## src/rtl/alu_pkg.sv

```systemverilog
// Shared constants and the issue bundle type for the ALU decode/issue stage.
package alu_pkg;

  localparam int unsigned XLEN_DEF  = 32;
  localparam int unsigned RF_AW_DEF = 5;

  localparam logic [2:0] ALU_SEL_ADD  = 3'b000;
  localparam logic [2:0] ALU_SEL_SUB  = 3'b001;
  localparam logic [2:0] ALU_SEL_SLL  = 3'b010;
  localparam logic [2:0] ALU_SEL_SUBU = 3'b011;
  localparam logic [2:0] ALU_SEL_SR   = 3'b100;
  localparam logic [2:0] ALU_SEL_XOR  = 3'b101;
  localparam logic [2:0] ALU_SEL_OR   = 3'b110;
  localparam logic [2:0] ALU_SEL_AND  = 3'b111;

  localparam logic [6:0] OPC_OP     = 7'b0110011;
  localparam logic [6:0] OPC_OP_IMM = 7'b0010011;
  localparam logic [6:0] OPC_LOAD   = 7'b0000011;
  localparam logic [6:0] OPC_STORE  = 7'b0100011;
  localparam logic [6:0] OPC_BRANCH = 7'b1100011;
  localparam logic [6:0] OPC_LUI    = 7'b0110111;
  localparam logic [6:0] OPC_AUIPC  = 7'b0010111;

  localparam logic [2:0] F3_ADD  = 3'b000;
  localparam logic [2:0] F3_SLL  = 3'b001;
  localparam logic [2:0] F3_SLT  = 3'b010;
  localparam logic [2:0] F3_SLTU = 3'b011;
  localparam logic [2:0] F3_XOR  = 3'b100;
  localparam logic [2:0] F3_SR   = 3'b101;
  localparam logic [2:0] F3_OR   = 3'b110;
  localparam logic [2:0] F3_AND  = 3'b111;

  localparam logic [6:0] F7_BASE = 7'b0000000;
  localparam logic [6:0] F7_ALT  = 7'b0100000;

  typedef struct packed {
    logic [31:0] a;
    logic [31:0] b;
    logic [2:0]  alu_sel;
    logic        slt;
    logic [4:0]  rd;
    logic        illegal;
  } issue_bundle_t;

  // Shift operand as the ALU expects it: arithmetic flag in bit 31, amount in [4:0].
  function automatic logic [31:0] shift_b(input logic arith, input logic [4:0] shamt);
    return {arith, 26'b0, shamt};
  endfunction

endpackage

```

## src/rtl/alu_issue_decode.sv

```systemverilog
// Combinational RV32I decode: instruction, PC and register data to an ALU issue bundle.
module alu_issue_decode
  import alu_pkg::*;
(
  input  logic [31:0]   instr,
  input  logic [31:0]   pc,
  input  logic [31:0]   rs1_data,
  input  logic [31:0]   rs2_data,
  output issue_bundle_t bundle
);

  logic [6:0]  opcode;
  logic [6:0]  funct7;
  logic [2:0]  funct3;
  logic [31:0] rs1_v;
  logic [31:0] rs2_v;
  logic [31:0] imm_i;
  logic [31:0] imm_s;
  logic [31:0] imm_u;
  logic [4:0]  shamt;
  logic        is_imm;
  logic        f7_ok;
  logic        legal;

  assign opcode = instr[6:0];
  assign funct3 = instr[14:12];
  assign funct7 = instr[31:25];
  assign rs1_v  = (instr[19:15] == 5'd0) ? 32'd0 : rs1_data;
  assign rs2_v  = (instr[24:20] == 5'd0) ? 32'd0 : rs2_data;
  assign imm_i  = {{20{instr[31]}}, instr[31:20]};
  assign imm_s  = {{20{instr[31]}}, instr[31:25], instr[11:7]};
  assign imm_u  = {instr[31:12], 12'b0};
  assign is_imm = (opcode == OPC_OP_IMM);
  assign shamt  = is_imm ? instr[24:20] : rs2_v[4:0];
  // Immediate forms carry immediate bits where funct7 would be, except for shifts.
  assign f7_ok  = is_imm || (funct7 == F7_BASE);

  always_comb begin
    bundle = '0;
    legal  = 1'b1;
    unique case (opcode)
      OPC_OP, OPC_OP_IMM: begin
        bundle.a  = rs1_v;
        bundle.b  = is_imm ? imm_i : rs2_v;
        bundle.rd = instr[11:7];
        unique case (funct3)
          F3_ADD: begin
            if (!is_imm && funct7 == F7_ALT) bundle.alu_sel = ALU_SEL_SUB;
            else legal = f7_ok;
          end
          F3_SLL: begin
            bundle.alu_sel = ALU_SEL_SLL;
            bundle.b       = shift_b(1'b0, shamt);
            legal          = (funct7 == F7_BASE);
          end
          F3_SLT: begin
            bundle.alu_sel = ALU_SEL_SUB;
            bundle.slt     = 1'b1;
            legal          = f7_ok;
          end
          F3_SLTU: begin
            bundle.alu_sel = ALU_SEL_SUBU;
            bundle.slt     = 1'b1;
            legal          = f7_ok;
          end
          F3_XOR: begin
            bundle.alu_sel = ALU_SEL_XOR;
            legal          = f7_ok;
          end
          F3_SR: begin
            bundle.alu_sel = ALU_SEL_SR;
            bundle.b       = shift_b(funct7 == F7_ALT, shamt);
            legal          = (funct7 == F7_BASE) || (funct7 == F7_ALT);
          end
          F3_OR: begin
            bundle.alu_sel = ALU_SEL_OR;
            legal          = f7_ok;
          end
          default: begin
            bundle.alu_sel = ALU_SEL_AND;
            legal          = f7_ok;
          end
        endcase
      end
      OPC_LOAD: begin
        bundle.a  = rs1_v;
        bundle.b  = imm_i;
        bundle.rd = instr[11:7];
        legal     = funct3 inside {3'b000, 3'b001, 3'b010, 3'b100, 3'b101};
      end
      OPC_STORE: begin
        bundle.a = rs1_v;
        bundle.b = imm_s;
        legal    = funct3 inside {3'b000, 3'b001, 3'b010};
      end
      OPC_BRANCH: begin
        bundle.a       = rs1_v;
        bundle.b       = rs2_v;
        bundle.alu_sel = funct3[1] ? ALU_SEL_SUBU : ALU_SEL_SUB;
        legal          = (funct3[2:1] != 2'b01);
      end
      OPC_LUI: begin
        bundle.b  = imm_u;
        bundle.rd = instr[11:7];
      end
      OPC_AUIPC: begin
        bundle.a  = pc;
        bundle.b  = imm_u;
        bundle.rd = instr[11:7];
      end
      default: legal = 1'b0;
    endcase
    if (!legal) begin
      bundle         = '0;
      bundle.illegal = 1'b1;
    end
  end

endmodule

```

## src/rtl/alu_issue.sv

```systemverilog
// Decode/issue stage: decoded bundle into an output register backed by one skid register.
module alu_issue
  import alu_pkg::*;
#(
  parameter int unsigned XLEN  = 32,
  parameter int unsigned RF_AW = 5
) (
  input  logic             clk,
  input  logic             rst,
  input  logic             in_valid,
  output logic             in_ready,
  input  logic [XLEN-1:0]  in_instr,
  input  logic [XLEN-1:0]  in_pc,
  output logic [RF_AW-1:0] rs1_addr,
  output logic [RF_AW-1:0] rs2_addr,
  input  logic [XLEN-1:0]  rs1_data,
  input  logic [XLEN-1:0]  rs2_data,
  input  logic             flush,
  output logic             out_valid,
  input  logic             out_ready,
  output logic [XLEN-1:0]  out_a,
  output logic [XLEN-1:0]  out_b,
  output logic [2:0]       out_alu_sel,
  output logic             out_slt,
  output logic [RF_AW-1:0] out_rd,
  output logic             out_illegal
);

  typedef enum logic [1:0] {StEmpty, StOne, StTwo} occ_e;

  occ_e          state_q, state_d;
  issue_bundle_t out_q, out_d;
  issue_bundle_t skid_q, skid_d;
  issue_bundle_t dec;
  logic          accept;

  assign rs1_addr = in_instr[19:15];
  assign rs2_addr = in_instr[24:20];

  alu_issue_decode u_decode (
    .instr    (in_instr),
    .pc       (in_pc),
    .rs1_data (rs1_data),
    .rs2_data (rs2_data),
    .bundle   (dec)
  );

  // Both flags depend only on the state register, so out_ready never reaches in_ready.
  assign in_ready  = (state_q != StTwo);
  assign out_valid = (state_q != StEmpty);
  assign accept    = in_valid && in_ready;

  always_comb begin
    state_d = state_q;
    out_d   = out_q;
    skid_d  = skid_q;
    if (flush) begin
      state_d = StEmpty;
      out_d   = '0;
      skid_d  = '0;
    end else begin
      unique case (state_q)
        StEmpty: begin
          if (accept) begin
            out_d   = dec;
            state_d = StOne;
          end
        end
        StOne: begin
          if (accept && !out_ready) begin
            skid_d  = dec;
            state_d = StTwo;
          end else if (accept && out_ready) begin
            out_d = dec;
          end else if (out_ready) begin
            state_d = StEmpty;
          end
        end
        StTwo: begin
          if (out_ready) begin
            out_d   = skid_q;
            state_d = StOne;
          end
        end
        default: state_d = StEmpty;
      endcase
    end
  end

  always_ff @(posedge clk) begin
    if (rst) begin
      state_q <= StEmpty;
      out_q   <= '0;
      skid_q  <= '0;
    end else begin
      state_q <= state_d;
      out_q   <= out_d;
      skid_q  <= skid_d;
    end
  end

  assign out_a       = out_q.a;
  assign out_b       = out_q.b;
  assign out_alu_sel = out_q.alu_sel;
  assign out_slt     = out_q.slt;
  assign out_rd      = out_q.rd;
  assign out_illegal = out_q.illegal;

endmodule

```

## config.mk

```make
export PLATFORM = sky130hd
export DESIGN_NAME = alu_issue
export DESIGN_NICKNAME = d
export VERILOG_FILES = /design/src/rtl/alu_pkg.sv /design/src/rtl/alu_issue_decode.sv /design/src/rtl/alu_issue.sv
export SDC_FILE = /design/constraint.sdc
export NUM_CORES = 1
export LEC_CHECK = 0
export CAP_MARGIN = 20
export CORE_ASPECT_RATIO = 0.75
export CORE_MARGIN = 2
export CORE_UTILIZATION = 38
export DETAILED_ROUTE_END_ITERATION = 10
export GPL_TIMING_DRIVEN = 0
export PLACE_DENSITY = 0.66
export RECOVER_POWER = 50
export SLEW_MARGIN = 10
export SYNTH_ARGS = -nofsm -noshare
export SYNTH_HDL_FRONTEND = slang
export SYNTH_SLANG_ARGS = --single-unit
```

## constraint.sdc

```tcl
create_clock -name clk -period 5.4 [get_ports clk]
set_clock_uncertainty 0.1 [all_clocks]
set_input_delay 0.54 -clock clk [delete_from_list [all_inputs] [get_ports clk]]
set_output_delay 0.54 -clock clk [all_outputs]
set_load 0.02 [all_outputs]
```

# Word-level counts from Yosys, hierarchy flattened
# Cells that the tools add are included.
[classes]
n_eq_ne = 24
mux = 29
reduce_logical = 26
[op_table]
columns = ["op", "count"]
rows = [
  ["$mux 74", 5],
  ["$pmux 74 s3", 1],
  ["$pmux 32 s5", 1],
  ["$pmux 32 s2", 2],
  ["$mux 32", 3],
  ["$eq 7x6->1 const B", 4],
  ["$pmux 3 s7", 1],
  ["$eq 7x5->1 const B", 2],
  ["$mux 2", 6],
  ["$logic_not 5->1", 2],
  ["$mux 5", 2],
  ["$ne 2x2->1 const B", 5],
  ["$reduce_or 5->1", 2],
  ["$eq 3x3->1 const B", 3],
  ["$reduce_or 2->1", 4],
  ["$eq 7x2->1 const B", 1],
  ["$eq 7x7->1 const B", 1],
  ["$logic_not 7->1", 1],
  ["$eq 3x2->1 const B", 2],
  ["$ne 3x3->1 const B", 2],
  ["$pmux 2 s3", 1],
  ["$pmux 3 s2", 1],
  ["$reduce_bool 3->1", 2],
  ["$pmux 1 s5", 1],
  ["16 further kinds", 24],
]
[word_totals]
ff_bits = 150
in_bits = 133
output_inout_bits = 86
elab_cells = 92

# Logic depth before layout (Yosys ltp)
# Gate-level depths: netlist of run 1.
[depth]
depth_word = 10
mapped_depth = 9
ltp_nobuf = 6

# Hierarchy
# Synthesis of run 1 repeated with hierarchy kept, for this count alone.
[unflattened]
cells_unflattened = 961
hier_area_um2 = 7975.1
[by_module_without_submodules]
columns = ["mod", "instances", "cells_per_inst", "area_per_inst_um2", "seq_area_each_um2"]
rows = [
  ["alu_issue", 1, 695, 6418.7, 3002.9],
  ["alu_issue_decode", 1, 266, 1556.5, 0.0],
]

# Least setup slack after synthesis of run 1
# No wires, ideal clock.
[synth_path]
path_kind = "input port to flip-flop"
start = "input port in_instr[26]"
end = "register out_q (netlist bit out_alu_sel[0])"
setup_ps = 86
arrival_time_ps = 2004
required_ps = 5214
slack_ps = 3210
path_stages = 7
n_path_buf = 1
path_cell_list = "or4_4 > nor3_4 > nand4_1 > nand4_2 > buf_6 > nand2_1 > a221oi_2"
[synth_between]
elab_chain_cells = 9
word_cells_on_any_way = 16
classes_between = "eq/ne (1); mux (11); reduce/logical (4)"
[synth_lines]
columns = ["element", "line_no", "text"]
rows = [
  ["start: declaration", "alu_issue.sv:12", "input logic [XLEN-1:0] in_instr,"],
  ["$eq 7x6->1 or $logic_not 7->1 (tied branches)", "n/a", ""],
  ["$logic_and 1x1->1 or $logic_or 1x1->1 (tied branches)", "alu_issue_decode.sv:48, alu_issue_decode.sv:36", ""],
  ["$mux 1", "alu_issue_decode.sv:48", "if (!is_imm && funct7 == F7_ALT) bundle.alu_sel = ALU_SEL_SUB;"],
  ["$pmux 3 s7 or $pmux 1 s3 (tied branches)", "alu_issue_decode.sv:46", "unique case (funct3)"],
  ["$pmux 3 s2 or $pmux 1 s5 (tied branches)", "alu_issue_decode.sv:41", "unique case (opcode)"],
  ["$mux 74 *", "alu_issue_decode.sv:113", "if (!legal) begin"],
  ["$mux 74", "alu_issue.sv:73", "end else if (accept && out_ready) begin"],
  ["$mux 74", "alu_issue.sv:70", "if (accept && !out_ready) begin"],
  ["$pmux 74 s3 *", "alu_issue.sv:62", "unique case (state_q)"],
  ["end signal: assignment", "alu_issue.sv:97", "out_q <= out_d;"],
  ["end: declaration", "alu_issue.sv:32", "issue_bundle_t out_q, out_d;"],
]
# Mark *: on every way between the ends. The rest lies on a longest branch, timed or not. The select of a mux whose other input is x is not followed.
# A chain may end at the register's enable or synchronous reset.

# Worst setup path after layout of run 1
[layout_path]
start = "input port in_instr[2]"
end = "register out_q (netlist bit out_a[23])"
[layout_between]
elab_chain_cells = 10
word_cells_on_any_way = 22
classes_between = "eq/ne (7); mux (9); reduce/logical (6)"
[layout_lines]
columns = ["element", "line_no"]
rows = [
  ["$eq 7x5->1", "alu_issue_decode.sv:33, alu_issue_decode.sv:41"],
  ["$logic_not 1->1", "alu_issue_decode.sv:48"],
  ["$logic_and 1x1->1", "alu_issue_decode.sv:48"],
  ["$mux 1", "alu_issue_decode.sv:48"],
  ["$pmux 1 s3", "alu_issue_decode.sv:46"],
  ["$pmux 1 s5", "alu_issue_decode.sv:41"],
  ["$mux 74 *", "alu_issue_decode.sv:113"],
  ["$mux 74", "alu_issue.sv:73"],
  ["$mux 74", "alu_issue.sv:70"],
  ["$pmux 74 s3 *", "alu_issue.sv:62"],
]
# Marked as above.

==> results by group, run 1 <==
Yosys
  – Compound-Gate Fraction of Synth Area: 0.288
  – Top FF cell, synth: dfxtp_1
  – Mux share of post-synthesis cell area: 0.00275
  – Post-synthesis sequential area ratio: 0.412
  – Synth Instances: 933
  – Fraction of registers with async set/reset: 0
  – Adder-cell share of the synthesized area: 0
  – Synth Net Count: 1,066
  – Synthesized area: 0.00728 mm2
  – Cell variety after synth: 47
  – Post-synth EDFFs: 0
  – YS warnings: 0
  – Post-Synth Simple-Gate Area: 0.227
  – Largest family of logic cells by synthesized area: compound AO/OA/AOI/OAI gates
  – Synthesized area per cell: 7.81 um2
  – Synth Area in XOR/XNOR: 0.00120
  – Seq cells post-synth: 150

CTS
  – PostCTS Resize Cnt: 0
  – H-tree depth: 4
  – CTS Buf Count: 17
  – Clock-pin slew on the worst setup and hold paths: 0.07 ns
  – Root Buffer: clkbuf_16
  – Clk buf depth: 2
  – Post-CTS Setup Inserts: 0
  – Clk_lat worst skew: 0.43 ns
  – CTS tree: yes
  – Hold buffer count at CTS: 0
  – Total clock sinks: 150

Floorplanning
  – Die area: 0.0203 mm2
  – Core Rows: 43
  – Initial Utilization: 0.391
  – DIE HEIGHT: 124 um
  – Die X: 164 um
  – Core Box Area: 0.0186 mm2
  – I/O pin total: 219

Setup path
  – CP dominant cell by count: nand4_1
  – Worst-path cell chain: dlygate4sd3_1, nand4bb_1, nor2_1, nand4_1, nand4_1, clkbuf_1, buf_6, nand3_1, a21oi_1
  – Max stage delay on crit path: 0.60 ns
  – Crit-path slowest cell: dlygate4sd3_1
  – Maximum fanout along the worst path: 10
  – Top Family by Delay on Critical Path: simple AND/OR/NAND/NOR gates
  – Arr. time, crit path: 3.59 ns
  – Buf/Inv on CP: 3
  – CP Capture Type: flop
  – Worst endpoint required time: 5.66 ns
  – Crit Path Category: primary input to flop
  – Critical path launch point type: primary input

Timing
  – Min Tclk post-route: 3.33 ns
  – WHS: 0.352 ns
  – RSZ-0062 raised after global routing: no
  – Worst-margin pin slew: 0.913 ns
  – Max frequency: 300 MHz
  – Final count of negative-setup-slack endpoints: 0
  – Tcrit/Tclk final: 0.616
  – Endpoints failing hold: 0
  – Rel. slew slack: 0.387
  – Final WS setup: 2.07 ns
  – Final TNS setup: 0 ns
  – Slew Limit Fails: 0

Route
  – Via density per instance: 5.61
  – Wire per inst: 18.9 um
  – 1st-iter DRT viols: 872
  – Routed WL: 27,000 um
  – Post-route antenna net violation count: 0
  – Routed via count: 8,000
  – Pre-antenna DRT Iters: 5
  – DRC: 0

Layout
  – # diodes: 0
  – Fin cells: 1,426
  – P&R area growth vs syn: 42.2%
  – Finished Core Util: 0.556
  – Nets@finish: 1,301
  – Share of layout cells above drive strength 1: 0.0619

Flow run
  – Max Cap Viol: 0

Place
  – GP Congestion: 0.908
  – Cells after DPL: 1,395
  – Placement Setup Slack: 2.07 ns
  – Port buffer count: 215
  – Detail Placement HPWL: 20,100 um

GRT
  – Overall Global Routing Usage: 0.263
  – Number of global-route vias before repair: 7,171
  – Initial antenna violation count: 0
  – Largest net degree at the start of global routing: 17
  – GR Overflow Total: 0
  – Global-route wire length before repair: 41,100 um

Power and ir drop
  – Worst vdd ir: 0.171 mV
  – Lkg Pwr: 3.68 nW
  – Pwr dens: 266 mW/mm2

Min path
  – Worst hold path class: flop to flop

Outcome
  – Status: finished clean
## worst reg2reg max path, stage by stage (launching register included)
cell,delay [ns]
dfxtp_1,0.39
nor2b_1,0.16
buf_2,0.23
a21o_1,0.16
clkbuf_1,0.49
clkbuf_1,0.49
and3_1,0.24
a21oi_1,0.04
o22ai_1,0.14
## synthesized netlist by cell type, types with 2 or more instances
library cell,instances,area share
a211oi_1,5,0.0052
a21o_1,2,0.0021
a21oi_1,151,0.10
a221oi_2,2,0.0041
a22o_1,49,0.059
a31oi_1,3,0.0026
and2_1,2,0.0017
and3_1,28,0.024
buf_1,9,0.0046
buf_2,8,0.0055
buf_4,11,0.011
buf_6,3,0.0046
buf_8,2,0.0041
clkbuf_1,74,0.038
dfxtp_1,150,0.41
mux2i_1,2,0.0027
nand2_1,120,0.062
nand2b_1,5,0.0043
nand3_1,87,0.060
nand3_2,19,0.026
nand3b_1,4,0.0041
nand4_1,14,0.012
nor2_1,16,0.0082
nor2b_1,6,0.0052
nor3_1,8,0.0055
o211a_1,2,0.0027
o211ai_1,19,0.020
o21ai_0,84,0.058
o22ai_1,28,0.024
o41ai_1,2,0.0024
or2_2,2,0.0017
## layout make-up
class / instances / area (um2)
Sequential cell: 150 / 3000
Buffer: 107 / 480
Timing Repair Buffer: 216 / 2160
Clock inverter: 12 / 203
Clock buffer: 18 / 429
Tap cell: 247 / 309
Fill cell: 1803 / 8260
Inverter: 2 / 7.51
Multi-Input combinational cell: 674 / 3770
## kinds of logic (layout without fill, tap and decap cells)
logic type | Yosys count | in the layout
compound gates | 351 | 351
simple gates | 320 | 320
flops | 150 | 150
buf+inv | 109 | 355
mux | 2 | 2
xor+xnor | 1 | 1
## placed cells by master, fill, tap and decap left out, types with 6 or more instances in the layout
master and count:
a21oi_1 151, a22o_1 49, and3_1 28, buf_1 8, buf_4 10, clkbuf_1 83, clkbuf_16 17, clkdlybuf4s50_1 128
dfxtp_1 150, dlygate4sd3_1 87, nand2_1 120, nand3_1 87, nand3_2 19, nand4_1 15, nor2_1 16, nor2b_1 6
nor3_1 8, o211ai_1 19, o21ai_0 84, o22ai_1 28
## per-stage QoR
step / total power [mW] / cell area [um2]
6_report: 2.75 / 10400
2_1_floorplan: 1.29 / 7280
3_5_place_dp: 1.48 / 9750
3_3_place_gp: 1.48 / 9750
5_1_grt: 2.83 / 10400
4_1_cts: 2.76 / 10400
## flip-flops by register name, summed over array words and instances (netlist names)
name and count:
out_b 32, out_alu_sel 3, out_a 32, skid_q 74, out_illegal 1, out_rd 5
state_q 2, out_slt 1
## worst paths after layout
| check | start | to | slack [ns] | depth (start not counted) |
|---|---|---|---|---|
| max reg2reg | state_q[1] | out_b[15] | 2.89 | 8 |
| min | skid_q[49] | skid_q[49] | 0.35 | 2 |
| max | in_instr[2] | out_a[23] | 2.07 | 9 |
| min reg2reg | skid_q[49] | skid_q[49] | 0.35 | 2 |
## metal layers
layer	share of wire	track usage	wire (um)	vias to the layer above
li1	-	-	-	3868
met1	0.49	0.403	13200	3805
met2	0.42	0.371	11400	297
met3	0.069	0.0546	1870	30
met4	0.016	0.0609	427	0
met5	0	0	0	-
## where the power goes
| group | switching [mW] | leakage [nW] | total [mW] | internal (mW) |
|---|---|---|---|---|
| Clock | 0.484 | 0.307 | 1.30 | 0.817 |
| Combinational | 0.175 | 2.16 | 0.324 | 0.149 |
| Sequential | 0.00655 | 1.21 | 1.13 | 1.12 |
| Total | 0.665 | 3.68 | 2.75 | 2.09 |
Power figures use the tool's default switching activity.
==> run 2, diff against run 1 <==
Clock period 5.4 ns to 3.17 ns, I/O delays scaled along.
==> results by group, run 2 (synthesis gave the netlist of run 1 again) <==
Setup path
  – Buf/Inv on CP: 4
  – Top Family by Delay on Critical Path: buffers and inverters
  – Worst Setup EP: in_ready
  – R2R cell count: 8
  – Worst endpoint required time: 2.75 ns
  – Arr. time, crit path: 2.46 ns
  – CP Capture Type: primary output
  – Reg-to-reg critical path startpoint: state_q[1]
  – Maximum fanout along the worst path: 10
  – Critical path launch point type: flop
  – Crit Path Category: flop to primary output
  – CP Launch Point: state_q[1]
  – Worst-path cell chain: nor2b_1, buf_2, inv_2, buf_1, clkdlybuf4s50_1
  – Max stage delay on crit path: 0.70 ns
  – Critical Path Stages: 5
  – R2r setup slk: 0.66 ns
  – Crit-path slowest cell: clkdlybuf4s50_1
  – Crit Reg-Reg Endpoint: out_b[15]

Power and ir drop
  – Lkg Pwr: 3.71 nW
  – Pwr dens: 452 mW/mm2
  – Total Power: 4.69 mW
  – Worst vdd ir: 0.292 mV

CTS
  – PostCTS Resize Cnt: 0
  – Clk buf depth: 2
  – Post-CTS Setup Inserts: 0
  – H-tree depth: 4
  – Hold buffer count at CTS: 0
  – Root Buffer: clkbuf_16
  – CTS Buf Count: 17
  – CTS tree: yes
  – Clock-pin slew on the worst setup and hold paths: 0.06 ns
  – Clk_lat worst skew: 0.42 ns
  – Total clock sinks: 150

Flow run
  – Max Cap Viol: 0

Timing
  – RSZ-0062 raised after global routing: no
  – Rel. slew slack: 0.366
  – Tcrit/Tclk final: 0.907
  – Final WS setup: 0.293 ns
  – Min Tclk post-route: 2.88 ns
  – Endpoints failing hold: 0
  – Max frequency: 348 MHz
  – Final count of negative-setup-slack endpoints: 0
  – Slew Limit Fails: 0
  – Worst-margin pin slew: 0.944 ns
  – Final TNS setup: 0 ns

Layout
  – Top reg by flops: skid_q
  – Commonest non-fill, non-tap cells in the layout: 151 x a21oi_1, 150 x dfxtp_1, 128 x clkdlybuf4s50_1, 120 x nand2_1
  – Nets@finish: 1,301
  – P&R area growth vs syn: 42.4%
  – Final Instance Area: 0.0104 mm2
  – Fill cells: 1,797
  – Register Area: 0.00300 mm2
  – Finished Core Util: 0.557
  – Share of layout cells above drive strength 1: 0.0670
  – # diodes: 0
  – Combined area of the multi-input logic cells: 0.00377 mm2
  – Max reg flops: 74
  – Commonest non-fill, non-tap cell in the layout: a21oi_1

Route
  – DRC: 0
  – Post-route antenna net violation count: 0
  – Pre-antenna DRT Iters: 5
  – 1st-iter DRT viols: 844
  – Wire per inst: 19.0 um
  – Routed WL: 27,100 um
  – Via density per instance: 5.62
  – Routed via count: 8,016

Place
  – Placement Setup Slack: 0.0634 ns
  – GP Congestion: 0.908
  – Port buffer count: 215
  – Placed instance area: 0.00975 mm2
  – Detail Placement HPWL: 20,100 um

GRT
  – Initial antenna violation count: 0
  – Overall Global Routing Usage: 0.263
  – Number of global-route vias before repair: 7,171
  – GR Overflow Total: 0
  – Global-route wire length before repair: 41,100 um
  – Largest net degree at the start of global routing: 17

Floorplanning
  – Die X: 164 um
  – Core Box Area: 0.0186 mm2
  – Initial Utilization: 0.391
  – DIE HEIGHT: 124 um
  – I/O pin total: 219
  – Core Rows: 43
  – Die area: 0.0203 mm2

Min path
  – Worst hold path class: primary input to flop

Outcome
  – Status: finished clean
==> run 2: cell types whose count changed in the layout (fill, tap and decap cells not counted) <==
cell      change
clkbuf_1      -6
buf_2         +4
buf_4         +1
buf_6         +1
==> run 2: power breakdown <==
group / total [mW] / switching (mW) / internal [mW]
Sequential: 1.92 / 0.0112 / 1.91
Combinational: 0.554 / 0.299 / 0.255
Clock: 2.22 / 0.828 / 1.39
==> run 2: tightest hold or removal path: stages <==
cell,delay [ns]
clkbuf_1,0.22
nand4_1,0.14
a21oi_1,0.07
==> run 2: final cells by class <==
class	count	area share
Sequential cell	150	0.289
Tap cell	247	0.0298
Clock buffer	18	0.0414
Inverter	2	0.000724
Timing Repair Buffer	216	0.208
Multi-Input combinational cell	674	0.363
Buffer	107	0.0479
Clock inverter	12	0.0195
==> run 2: worst min path at each step <==
stage                      start    endpoint  slack (ns)  cells after the start
floorplan              skid_q[6]   skid_q[6]        0.33                      2
global placement      skid_q[55]  skid_q[55]        0.34                      2
detailed placement    skid_q[49]  skid_q[49]        0.34                      2
CTS                 in_instr[13]   skid_q[6]        0.25                      3
global route        in_instr[13]   skid_q[6]        0.29                      3
finish              in_instr[13]   skid_q[6]        0.29                      3
==> run 2: metrics by stage <==
step                cells  hold slack, ns
detailed placement   1395           0.345
global placement     1395           0.338
finish               1426           0.286
global route         1426           0.286
CTS                  1425           0.251
floorplan             933           0.327
==> run 2: layer usage <==
layer	up-vias	GRT usage	share of wire
met5	-	0	0
met3	32	0.0546	0.069
met4	0	0.0609	0.016
met2	297	0.371	0.43
met1	3823	0.403	0.49
li1	3864	-	-
